File: src/rtl/learn_pkg.sv
// Shared types and helpers for the learn-mode tutor.
// Imported by the tutor top and its edge detector.
package learn_pkg;

  typedef enum logic [2:0] {
    S_FETCH,
    S_WAIT,
    S_PROMPT,
    S_RELEASE,
    S_ADV,
    S_DONE
  } state_t;

  localparam int NOTE_REST = 0;
  // Cast to NOTE_W bits this becomes the all-ones marker.
  localparam int NOTE_END  = -1;

  // Index width for v entries, never narrower than 1 bit.
  function automatic int clog2(input int v);
    int r;
    r = 1;
    for (int i = 1; i < 31; i++) begin
      if ((1 << i) < v) r = i + 1;
    end
    return r;
  endfunction

endpackage

File: src/rtl/learn_edge_det.sv
// Rising-edge detector against a one-cycle delayed copy.
// Width is a parameter so one instance can cover a bundle.
module learn_edge_det #(
  parameter int W = 1
) (
  input  logic         clk,
  input  logic         rst_n,
  input  logic [W-1:0] d,
  output logic [W-1:0] rise
);

  logic [W-1:0] prev_d;
  logic [W-1:0] prev_q;

  always_comb begin
    prev_d = d;
  end

  always_ff @(posedge clk or negedge rst_n) begin
    if (!rst_n) prev_q <= '0;
    else        prev_q <= prev_d;
  end

  assign rise = d & ~prev_q;

endmodule

File: src/rtl/learn_tutor.sv
// Learn-mode tutor: walks a song from the library ROM,
// prompts each note on the LEDs and scores the player.
module learn_tutor
  import learn_pkg::*;
#(
  parameter int NUM_KEYS  = 7,
  parameter int NUM_SONGS = 3,
  parameter int SONG_LEN  = 56,
  parameter int NOTE_W    = 4,
  parameter int OCT_W     = 2,
  parameter int TIMEOUT   = 10000000,
  parameter int CNT_W     = 8,
  localparam int SONG_W   = clog2(NUM_SONGS),
  localparam int ADDR_W   = clog2(SONG_LEN)
) (
  input  logic                clk,
  input  logic                reset,
  input  logic                song_next,
  input  logic                song_prev,
  input  logic [NUM_KEYS-1:0] switches,
  input  logic [OCT_W-1:0]    octave_learn,
  output logic [SONG_W-1:0]   rom_song,
  output logic [ADDR_W-1:0]   rom_addr,
  input  logic [NOTE_W-1:0]   rom_note,
  input  logic [OCT_W-1:0]    rom_oct,
  output logic [NOTE_W-1:0]   note_to_play,
  output logic [OCT_W-1:0]    octave_out,
  output logic [NUM_KEYS-1:0] led_out,
  output logic [CNT_W-1:0]    hit_cnt,
  output logic [CNT_W-1:0]    miss_cnt,
  output logic                song_done
);

  localparam int TMR_W = clog2(TIMEOUT + 1);
  localparam bit TMR_EN = TIMEOUT > 0;
  localparam logic [TMR_W-1:0] TMR_LAST =
    TMR_W'((TIMEOUT > 0) ? TIMEOUT - 1 : 0);
  localparam logic [NOTE_W-1:0] END_CODE =
    NOTE_W'(NOTE_END);
  localparam logic [NOTE_W-1:0] REST_CODE =
    NOTE_W'(NOTE_REST);
  localparam logic [NOTE_W-1:0] MAX_CODE =
    NOTE_W'(NUM_KEYS);
  localparam logic [ADDR_W-1:0] LAST_POS =
    ADDR_W'(SONG_LEN - 1);
  localparam logic [SONG_W-1:0] LAST_SONG =
    SONG_W'(NUM_SONGS - 1);
  localparam logic [CNT_W-1:0] CNT_MAX = '1;

  state_t              state_q, state_d;
  logic [ADDR_W-1:0]   pos_q, pos_d;
  logic [SONG_W-1:0]   song_q, song_d;
  logic [NOTE_W-1:0]   note_q, note_d;
  logic [OCT_W-1:0]    oct_q, oct_d;
  logic [CNT_W-1:0]    hit_q, hit_d;
  logic [CNT_W-1:0]    miss_q, miss_d;
  logic [TMR_W-1:0]    tmr_q, tmr_d;

  logic [1:0]          sel_rise;
  logic [0:0]          press_rise;
  logic                any_key;
  logic [NUM_KEYS-1:0] expect_led;
  logic                is_hit;
  logic                is_tmo;

  assign any_key = |switches;

  learn_edge_det #(.W(2)) u_sel_edge (
    .clk   (clk),
    .rst_n (reset),
    .d     ({song_prev, song_next}),
    .rise  (sel_rise)
  );

  // A press is the whole keyboard leaving the all-released state.
  learn_edge_det #(.W(1)) u_key_edge (
    .clk   (clk),
    .rst_n (reset),
    .d     (any_key),
    .rise  (press_rise)
  );

  assign expect_led =
    NUM_KEYS'(1) << (note_q - NOTE_W'(1));
  assign is_hit = (switches == expect_led) &&
                  (octave_learn == oct_q);
  assign is_tmo = TMR_EN && (tmr_q == TMR_LAST);

  always_ff @(posedge clk or negedge reset) begin
    if (!reset) begin
      state_q <= S_FETCH;
      pos_q   <= '0;
      song_q  <= '0;
      note_q  <= '0;
      oct_q   <= '0;
      hit_q   <= '0;
      miss_q  <= '0;
      tmr_q   <= '0;
    end else begin
      state_q <= state_d;
      pos_q   <= pos_d;
      song_q  <= song_d;
      note_q  <= note_d;
      oct_q   <= oct_d;
      hit_q   <= hit_d;
      miss_q  <= miss_d;
      tmr_q   <= tmr_d;
    end
  end

  always_comb begin
    state_d = state_q;
    pos_d   = pos_q;
    song_d  = song_q;
    note_d  = note_q;
    oct_d   = oct_q;
    hit_d   = hit_q;
    miss_d  = miss_q;
    tmr_d   = '0;
    unique case (state_q)
      S_FETCH: state_d = S_WAIT;
      S_WAIT: begin
        note_d = rom_note;
        oct_d  = rom_oct;
        if (rom_note == END_CODE ||
            rom_note > MAX_CODE)
          state_d = S_DONE;
        else if (rom_note == REST_CODE)
          state_d = S_ADV;
        else
          state_d = S_PROMPT;
      end
      S_PROMPT: begin
        // A hit outranks a timeout landing on the same cycle.
        if (press_rise[0] && is_hit) begin
          if (hit_q != CNT_MAX) hit_d = hit_q + 1'b1;
          state_d = S_RELEASE;
        end else if (press_rise[0]) begin
          if (miss_q != CNT_MAX) miss_d = miss_q + 1'b1;
        end else if (is_tmo) begin
          if (miss_q != CNT_MAX) miss_d = miss_q + 1'b1;
          state_d = S_RELEASE;
        end else begin
          tmr_d = tmr_q + 1'b1;
        end
      end
      S_RELEASE: begin
        if (!any_key) state_d = S_ADV;
      end
      S_ADV: begin
        if (pos_q == LAST_POS) begin
          state_d = S_DONE;
        end else begin
          pos_d   = pos_q + 1'b1;
          state_d = S_FETCH;
        end
      end
      S_DONE:  state_d = S_DONE;
      default: state_d = S_FETCH;
    endcase
    if (|sel_rise) begin
      unique case (1'b1)
        sel_rise[0]:
          song_d = (song_q == LAST_SONG) ?
                   '0 : song_q + 1'b1;
        default:
          song_d = (song_q == '0) ?
                   LAST_SONG : song_q - 1'b1;
      endcase
      pos_d   = '0;
      hit_d   = '0;
      miss_d  = '0;
      tmr_d   = '0;
      state_d = S_FETCH;
    end
  end

  always_comb begin
    note_to_play = '0;
    octave_out   = '0;
    led_out      = '0;
    song_done    = 1'b0;
    unique case (state_q)
      S_PROMPT: begin
        note_to_play = note_q;
        octave_out   = oct_q;
        led_out      = expect_led;
      end
      S_DONE:  song_done = 1'b1;
      default: ;
    endcase
  end

  assign rom_song = song_q;
  assign rom_addr = pos_q;
  assign hit_cnt  = hit_q;
  assign miss_cnt = miss_q;

endmodule

File: config.mk
export PLATFORM = sky130hd
export DESIGN_NAME = learn_tutor
export DESIGN_NICKNAME = d
export VERILOG_FILES = /design/src/rtl/learn_pkg.sv /design/src/rtl/learn_edge_det.sv /design/src/rtl/learn_tutor.sv
export SDC_FILE = /design/constraint.sdc
export NUM_CORES = 1
export LEC_CHECK = 0
export CAP_MARGIN = 5
export CORE_ASPECT_RATIO = 1.75
export CORE_MARGIN = 5
export CORE_UTILIZATION = 40
export DETAILED_ROUTE_END_ITERATION = 10
export GPL_TIMING_DRIVEN = 0
export HOLD_SLACK_MARGIN = 0.1
export MAX_ROUTING_LAYER = met4
export REMOVE_ABC_BUFFERS = 1
export SETUP_SLACK_MARGIN = 0.15
export SYNTH_ARGS = -nofsm -noshare
export SYNTH_HDL_FRONTEND = slang
export SYNTH_HIERARCHICAL = 1
export SYNTH_SLANG_ARGS = --single-unit
File: constraint.sdc
create_clock -name clk -period 5.4 [get_ports clk]
set_input_delay 1.08 -clock clk [delete_from_list [all_inputs] [get_ports clk]]
set_output_delay 1.08 -clock clk [all_outputs]
set_load 0.02 [all_outputs]
==> impl_metrics.prom, run 1 <==
# TYPE chip_impl_metric gauge
chip_impl_metric{name="vias",unit=""} 2795
chip_impl_metric{name="synthesized_instance_count",unit=""} 355
chip_impl_info{name="hold_class",value="flop to flop"} 1
chip_impl_metric{name="starting_density",unit=""} 0.409
chip_impl_metric{name="post-route-period-util",unit=""} 0.677
chip_impl_metric{name="die_height",unit="um"} 132
chip_impl_metric{name="cellLeakagePower",unit="uW"} 0.00184
chip_impl_metric{name="floorplan.core_area",unit="sq um"} 8310
chip_impl_metric{name="worst_pin_slew",unit="ns"} 0.958
chip_impl_info{name="most_used_cells_in_the_layout_excluding_fill_and_tap_cells",value="sky130_fd_sc_hd__dfrtp_1 (60), sky130_fd_sc_hd__clkdlybuf4s50_1 (55), sky130_fd_sc_hd__nor2_1 (50)"} 1
chip_impl_metric{name="first_pass_grt_wire_length",unit="um"} 13500
chip_impl_metric{name="setup_tns",unit="ns"} 0
chip_impl_metric{name="wirelength",unit="um"} 7930
chip_impl_metric{name="number_of_setup_violations_in_the_final_report",unit=""} 0
chip_impl_metric{name="place_hpwl",unit="um"} 5550
chip_impl_metric{name="boundaryPins",unit=""} 57
chip_impl_metric{name="grt_max_degree",unit=""} 61
chip_impl_metric{name="post-route-min-period",unit="ns"} 3.66
chip_impl_metric{name="overflow",unit=""} 0
chip_impl_metric{name="wl_per_cell",unit="um"} 15.1
chip_impl_metric{name="hold_buffers",unit=""} 0
chip_impl_metric{name="timing_hold_violations_final",unit=""} 0
chip_impl_metric{name="synth.cell_area",unit="sq um"} 3400
chip_impl_metric{name="die_area",unit="sq um"} 10500
chip_impl_metric{name="netlist-cell-type-count",unit=""} 59
chip_impl_metric{name="detail_route.iter0.violations",unit=""} 170
chip_impl_metric{name="synth.yosys.seq_area_share",unit=""} 0.442
chip_impl_metric{name="fin_nets",unit=""} 433
chip_impl_metric{name="syn2layout_area_growth",unit="%"} 27.4
chip_impl_metric{name="clock.fmax",unit="MHz"} 273
chip_impl_metric{name="grt.total_usage",unit=""} 0.165
chip_impl_metric{name="antenna_cells",unit=""} 0
chip_impl_metric{name="skew_final",unit="ns"} 0.00893
chip_impl_info{name="critical_path_endpoint_category",value="flop"} 1
chip_impl_metric{name="wl_met1",unit="um"} 3390
chip_impl_metric{name="first_global_vias",unit=""} 2849
chip_impl_metric{name="drive_gt1_frac",unit=""} 0.0876
chip_impl_info{name="cts.root.buffer_cell",value="sky130_fd_sc_hd__clkbuf_16"} 1
chip_impl_metric{name="wl_met3",unit="um"} 290
chip_impl_metric{name="antenna_found_initial",unit=""} 0
chip_impl_metric{name="detailedRoute.firstPassIterationCount",unit=""} 4
chip_impl_metric{name="insertion_delay_of_the_later_clocked_pin_in_the_worst_skew_pair",unit="ns"} 0.33
chip_impl_info{name="run_status",value="completed"} 1
chip_impl_info{name="netlist_top_cells_area",value="sky130_fd_sc_hd__dfrtp_1 (44%), sky130_fd_sc_hd__xor2_1 (5.9%), sky130_fd_sc_hd__nor2_1 (5.5%), sky130_fd_sc_hd__and3_1 (3.5%), sky130_fd_sc_hd__nand2_1 (3.4%)"} 1
chip_impl_metric{name="ys_warn_count",unit=""} 6
chip_impl_metric{name="std_cell_rows",unit=""} 44
chip_impl_metric{name="clk_transition_reported_paths",unit="ns"} 0.05
chip_impl_info{name="unrepaired_setup_endpoints_after_global_routing",value="no"} 1
chip_impl_info{name="criticalPathCategory",value="primary input to flop"} 1
chip_impl_metric{name="cts_buffer_depth",unit=""} 2
chip_impl_metric{name="clock_tree.htree_level_count",unit=""} 3
chip_impl_metric{name="path_max_fanout",unit=""} 24
chip_impl_metric{name="cap_viol_max_count",unit=""} 0
chip_impl_info{name="crit_path_start_kind",value="primary input"} 1
chip_impl_info{name="maxUsedRoutingLayer",value="met4"} 1
chip_impl_metric{name="drt.antenna.violating_nets",unit=""} 0
chip_impl_metric{name="layout_setup_ws",unit="ns"} 1.74
chip_impl_metric{name="synthDominantCellAreaShare",unit=""} 0.442
chip_impl_metric{name="post-cts-setup-buffer-count",unit=""} 0
chip_impl_metric{name="final-max-slew-violation-count",unit=""} 0
chip_impl_metric{name="met2_wirelength",unit="um"} 4120
chip_impl_metric{name="clkSinkCount",unit=""} 60
chip_impl_metric{name="dieWidth",unit="um"} 79.7
chip_impl_metric{name="cts.repair.resized",unit=""} 0
chip_impl_metric{name="synth.avg_cell_area",unit="sq um"} 9.57
chip_impl_metric{name="worst_slew_margin_rel",unit=""} 0.359
chip_impl_metric{name="drcViolationCount",unit=""} 0
chip_impl_metric{name="arrival",unit="ns"} 3.85
chip_impl_info{name="yosys.area.top_type",value="sky130_fd_sc_hd__dfrtp_1"} 1
chip_impl_info{name="cts_tree",value="yes"} 1
chip_impl_metric{name="port_buffers",unit=""} 56
chip_impl_metric{name="place.gp.congestion",unit=""} 0.778
chip_impl_metric{name="power_density",unit="nW/um^2"} 354
chip_impl_metric{name="ir_drop",unit="uV"} 239
chip_impl_info{name="layout_commonest_cell",value="sky130_fd_sc_hd__dfrtp_1"} 1
chip_impl_metric{name="avgViaCountPerCell",unit=""} 5.31
chip_impl_metric{name="number_of_cts_inserted_buffers",unit=""} 9
chip_impl_metric{name="crit_required",unit="ns"} 5.59
chip_impl_metric{name="synth-seq-cells",unit=""} 60
chip_impl_metric{name="asyncSetResetFlopFracSynth",unit=""} 1.00
chip_impl_info{name="synth_ff_type",value="sky130_fd_sc_hd__dfrtp_1"} 1
chip_impl_metric{name="placement.setup.worst_slack",unit="ns"} 1.31
chip_impl_metric{name="synth-edff-count",unit=""} 0
[cells by family after synthesis]
logic type                 Yosys count  share of synthesized area
DFF                                 60                      0.442
xor gates and xnor gates            30                     0.0773
AOI/OAI and AO/OA                   40                     0.0773
adders and majority gates            7                     0.0258
muxes                               12                     0.0379
and+or+nand+nor                    184                      0.304
buffers and inverters               22                     0.0357
[critical path, stage by stage]
cell and delay (ns):
sky130_fd_sc_hd__clkdlybuf4s50_1 0.42, sky130_fd_sc_hd__nor2b_4 0.16, sky130_fd_sc_hd__nor2_1 0.73, sky130_fd_sc_hd__nand3_1 0.93, sky130_fd_sc_hd__o21ai_1 0.43, sky130_fd_sc_hd__nor4b_1 0.10
[metal layers]
layer / GRT usage / up-vias
met2: 0.277 / 57
met4: 0.0641 / 0
met5: - / -
met3: 0.0349 / 9
met1: 0.190 / 1358
li1: - / 1371
[report_power, final]
group / switching (uW) / internal [uW] / total, uW
clock network: 196 / 425 / 621
registers: 80.6 / 495 / 575
logic: 174 / 163 / 337
total: 450 / 1080 / 1530
[cells in the mapped netlist (5+ instances only)]
library cell and instances:
sky130_fd_sc_hd__xor2_1 23, sky130_fd_sc_hd__nor2_1 50, sky130_fd_sc_hd__nand2_1 31, sky130_fd_sc_hd__mux2i_1 5, sky130_fd_sc_hd__ha_1 7, sky130_fd_sc_hd__nor3_1 9
sky130_fd_sc_hd__a21oi_1 13, sky130_fd_sc_hd__nand4_1 11, sky130_fd_sc_hd__xnor2_1 7, sky130_fd_sc_hd__nand3_1 17, sky130_fd_sc_hd__inv_1 7, sky130_fd_sc_hd__and3_1 19
sky130_fd_sc_hd__clkbuf_1 6, sky130_fd_sc_hd__mux2_2 7, sky130_fd_sc_hd__or3_1 5, sky130_fd_sc_hd__o21ai_0 8, sky130_fd_sc_hd__dfrtp_1 60
[worst paths after layout]
path,slack (ns),depth (start not counted),from,to
worst min-delay path,0.53,1,tmr_q[0],tmr_q[0]
worst max register to register,2.62,5,u_sel_edge/prev_q[1],state_q[2]
max in group asynchronous,4.06,1,reset,tmr_q[7]
worst max-delay path,1.74,6,song_prev,state_q[2]
worst min register to register,0.53,1,tmr_q[0],tmr_q[0]
min in group asynchronous,0.83,1,reset,note_q[1]
[area by class of cell]
cell class / count / area [sq um]
clock buffers: 11 / 253
clock inverters: 4 / 72.6
fillers: 789 / 3980
inverters: 7 / 26.3
multi-input cells: 273 / 1780
flip-flops and latches: 60 / 1500
well taps: 115 / 144
repair buffers: 56 / 558
[metrics by stage]
| stage | instance area (sq um) | total power, uW | cells | hold WS, ns | utilization |
|---|---|---|---|---|---|
| after global routing | 4330 | 1620 | 526 | 0.549 | 0.521 |
| after global placement | 4010 | 918 | 511 | 0.502 | 0.482 |
| final | 4330 | 1530 | 526 | 0.528 | 0.521 |
| after detailed placement | 4010 | 923 | 511 | 0.518 | 0.482 |
| after CTS | 4330 | 1550 | 526 | 0.526 | 0.521 |
| after floorplan | 3300 | 789 | 340 | 0.469 | - |
[flip-flops by register name, indices dropped and copies added (netlist names)]
| name | count |
|---|---|
| u_key_edge/prev_q | 1 |
| state_q | 3 |
| oct_q | 2 |
| hit_cnt | 8 |
| tmr_q | 24 |
| note_q | 4 |
| miss_cnt | 8 |
| u_sel_edge/prev_q | 2 |
| rom_song | 2 |
| rom_addr | 6 |
Note: power is estimated with default switching activity, not from simulation.
==> run 2: changes to the inputs <==
- PLACE_DENSITY: unset -> 0.65
- clock period: 5.4 -> 3 ns (I/O delays scaled with it)
==> run 2 against run 1 <==
Clock power is 55% higher. Register-to-register slack lost 2.0 ns. Utilization is 0.17 points lower. Critical path depth down 2. Die area did not move. Count of clock-buffer cells in the layout rose by 4. Combinational power is 81% higher. Design area fell by 0.32%. Sequential share of layout area up 0.14 points. Sequential cell count unchanged. Sequential power up 81%. Setup slack got worse by 1.5 ns.
==> impl_metrics.prom, run 2 (synthesis gave the netlist of run 1 again) <==
# TYPE chip_impl_metric gauge
chip_impl_info{name="run_status",value="completed"} 1
chip_impl_metric{name="largest_register_ffs",unit=""} 24
chip_impl_metric{name="cts_buffer_depth",unit=""} 2
chip_impl_metric{name="number_of_setup_violations_in_the_final_report",unit=""} 0
chip_impl_metric{name="clock.fmax",unit="MHz"} 363
chip_impl_info{name="r2r-end",value="hit_cnt[3]"} 1
chip_impl_metric{name="power_density",unit="nW/um^2"} 604
chip_impl_metric{name="detail_route.iter0.violations",unit=""} 179
chip_impl_metric{name="worst_slew_margin_rel",unit=""} 0.613
chip_impl_metric{name="hold_buffers",unit=""} 0
chip_impl_metric{name="antenna_cells",unit=""} 0
chip_impl_info{name="crit_path_top_delay_cell",value="sky130_fd_sc_hd__clkdlybuf4s50_1"} 1
chip_impl_info{name="most_used_cells_in_the_layout_excluding_fill_and_tap_cells",value="sky130_fd_sc_hd__dfrtp_1 (59), sky130_fd_sc_hd__clkdlybuf4s50_1 (51), sky130_fd_sc_hd__nor2_1 (48)"} 1
chip_impl_metric{name="cp_slowest_stage_delay",unit="ns"} 0.60
chip_impl_info{name="cts.root.buffer_cell",value="sky130_fd_sc_hd__clkbuf_16"} 1
chip_impl_metric{name="cap_viol_max_count",unit=""} 0
chip_impl_metric{name="timing_hold_violations_final",unit=""} 0
chip_impl_info{name="criticalPathCategory",value="flop to primary output"} 1
chip_impl_metric{name="place_hpwl",unit="um"} 5430
chip_impl_metric{name="insertion_delay_of_the_later_clocked_pin_in_the_worst_skew_pair",unit="ns"} 0.33
chip_impl_metric{name="stdcell_area",unit="sq um"} 4320
chip_impl_metric{name="setup.reg_to_reg.worst_slack",unit="ns"} 0.61
chip_impl_info{name="layout_commonest_cell",value="sky130_fd_sc_hd__dfrtp_1"} 1
chip_impl_metric{name="final_core_util",unit=""} 0.519
chip_impl_metric{name="boundaryPins",unit=""} 57
chip_impl_metric{name="dieWidth",unit="um"} 79.7
chip_impl_info{name="critPathCapture",value="led_out[1]"} 1
chip_impl_info{name="critical_path_endpoint_category",value="primary output"} 1
chip_impl_info{name="cts_tree",value="yes"} 1
chip_impl_metric{name="final-max-slew-violation-count",unit=""} 0
chip_impl_metric{name="skew_final",unit="ns"} 0.00645
chip_impl_metric{name="post-route-min-period",unit="ns"} 2.76
chip_impl_metric{name="starting_density",unit=""} 0.409
chip_impl_metric{name="clock_tree.htree_level_count",unit=""} 3
chip_impl_metric{name="first_global_vias",unit=""} 2828
chip_impl_info{name="hold_class",value="primary input to asynchronous set/reset pin"} 1
chip_impl_metric{name="overflow",unit=""} 0
chip_impl_info{name="crit_path_start",value="state_q[0]"} 1
chip_impl_metric{name="timing.reg2reg.worst_path_depth",unit=""} 6
chip_impl_metric{name="arrival",unit="ns"} 2.16
chip_impl_metric{name="die_height",unit="um"} 132
chip_impl_metric{name="wl_per_cell",unit="um"} 14.5
chip_impl_metric{name="drt.antenna.violating_nets",unit=""} 0
chip_impl_metric{name="postPlaceCellArea",unit="sq um"} 4020
chip_impl_metric{name="number_of_cts_inserted_buffers",unit=""} 9
chip_impl_metric{name="floorplan.core_area",unit="sq um"} 8310
chip_impl_metric{name="port_buffers",unit=""} 56
chip_impl_info{name="path_cells",value="and2b_2, and2_2, and3_1, clkdlybuf4s50_1"} 1
chip_impl_metric{name="place.gp.congestion",unit=""} 0.773
chip_impl_metric{name="drcViolationCount",unit=""} 0
chip_impl_info{name="crit_path_start_kind",value="flop"} 1
chip_impl_metric{name="final_cell_count_no_fill",unit=""} 528
chip_impl_metric{name="syn2layout_area_growth",unit="%"} 27.0
chip_impl_metric{name="die_area",unit="sq um"} 10500
chip_impl_metric{name="grt.total_usage",unit=""} 0.159
chip_impl_info{name="startpoint_of_the_lowest_slack_register_to_register_path",value="note_q[1]"} 1
chip_impl_metric{name="setup_tns",unit="ns"} 0
chip_impl_metric{name="post-cts-setup-buffer-count",unit=""} 0
chip_impl_metric{name="ir_drop",unit="uV"} 365
chip_impl_metric{name="wirelength",unit="um"} 7630
chip_impl_metric{name="fin_nets",unit=""} 434
chip_impl_metric{name="clkSinkCount",unit=""} 60
chip_impl_metric{name="path_max_fanout",unit=""} 9
chip_impl_metric{name="antenna_found_initial",unit=""} 0
chip_impl_metric{name="crit_required",unit="ns"} 2.40
chip_impl_metric{name="detailedRoute.firstPassIterationCount",unit=""} 4
chip_impl_info{name="max_flop_register",value="tmr_q"} 1
chip_impl_metric{name="first_pass_grt_wire_length",unit="um"} 13000
chip_impl_metric{name="cellLeakagePower",unit="uW"} 0.00186
chip_impl_metric{name="avgViaCountPerCell",unit=""} 5.27
chip_impl_metric{name="vias",unit=""} 2780
chip_impl_metric{name="drive_gt1_frac",unit=""} 0.0969
chip_impl_metric{name="clk_transition_reported_paths",unit="ns"} 0.05
chip_impl_metric{name="grt_max_degree",unit=""} 40
chip_impl_metric{name="post-route-period-util",unit=""} 0.919
chip_impl_info{name="unrepaired_setup_endpoints_after_global_routing",value="no"} 1
chip_impl_metric{name="std_cell_rows",unit=""} 44
chip_impl_metric{name="placed_cells_incl_taps",unit=""} 512
chip_impl_metric{name="worst_pin_slew",unit="ns"} 0.580
## run 2: cell types whose count changed in the layout (fill, tap and decap cells not counted), moves of 2 or more
cell,before,now
sky130_fd_sc_hd__clkbuf_1,0,3
sky130_fd_sc_hd__nor2_2,0,2
sky130_fd_sc_hd__dlygate4sd2_1,0,3
sky130_fd_sc_hd__clkdlybuf4s50_1,55,51
sky130_fd_sc_hd__nor2_1,50,48
sky130_fd_sc_hd__bufinv_16,2,0
## run 2: metrics by stage
stage	power, uW	hold slack [ns]	setup WS [ns]
finish	2610	0.242	0.242
global route	2760	0.284	0.151
CTS	2640	0.259	0.234
detailed placement	1660	0.501	-0.484
global placement	1640	0.499	-0.698
floorplan	1420	0.304	0.673
## run 2: worst min-delay path by stage
stage	from	endpoint	slack, ns	depth (start not counted)
final	reset	note_q[0]	0.24	1
after global routing	reset	note_q[0]	0.28	1
after global placement	tmr_q[0]	tmr_q[0]	0.50	1
after CTS	reset	note_q[0]	0.26	1
after detailed placement	tmr_q[0]	tmr_q[0]	0.50	1
after floorplan	reset	hit_cnt[0]	0.30	0
## run 2: final cells by class
type | instances | area [sq um]
Clock buffer | 15 | 278
Inverter | 7 | 26.3
Timing Repair Buffer | 57 | 574
Sequential cell | 60 | 1500
Tap cell | 115 | 144
Clock inverter | 1 | 5.00
Fill cell | 790 | 4000
Multi-Input combinational cell | 273 | 1790
## run 2: timing repair
action / CTS / global route
gates resized for setup: 8 / 2
pin swaps: 0 / 1
setup endpoints to repair: 31 / 9
## run 2: worst max-delay path, delay by kind of cell (launching register included)
kind,cells,cell delay (ns)
simple gates,3,0.79
buf+inv,1,0.60
flops,1,0.44
## run 2: power by group
part / internal, uW / total (uW) / switching [uW] / leakage [uW]
logic: 298 / 610 / 312 / 0.000915
clock network: 625 / 963 / 338 / 0.000140
registers: 892 / 1040 / 144 / 0.000807
total: 1810 / 2610 / 795 / 0.00186
## run 2: routing by layer
layer  global-route usage  part of all wire  up-vias
li1                     -                 -     1374
met1                0.191              0.43     1347
met2                0.255              0.52       50
met3               0.0328             0.033        9
met4               0.0660             0.014        0
met5                    -                 0        -
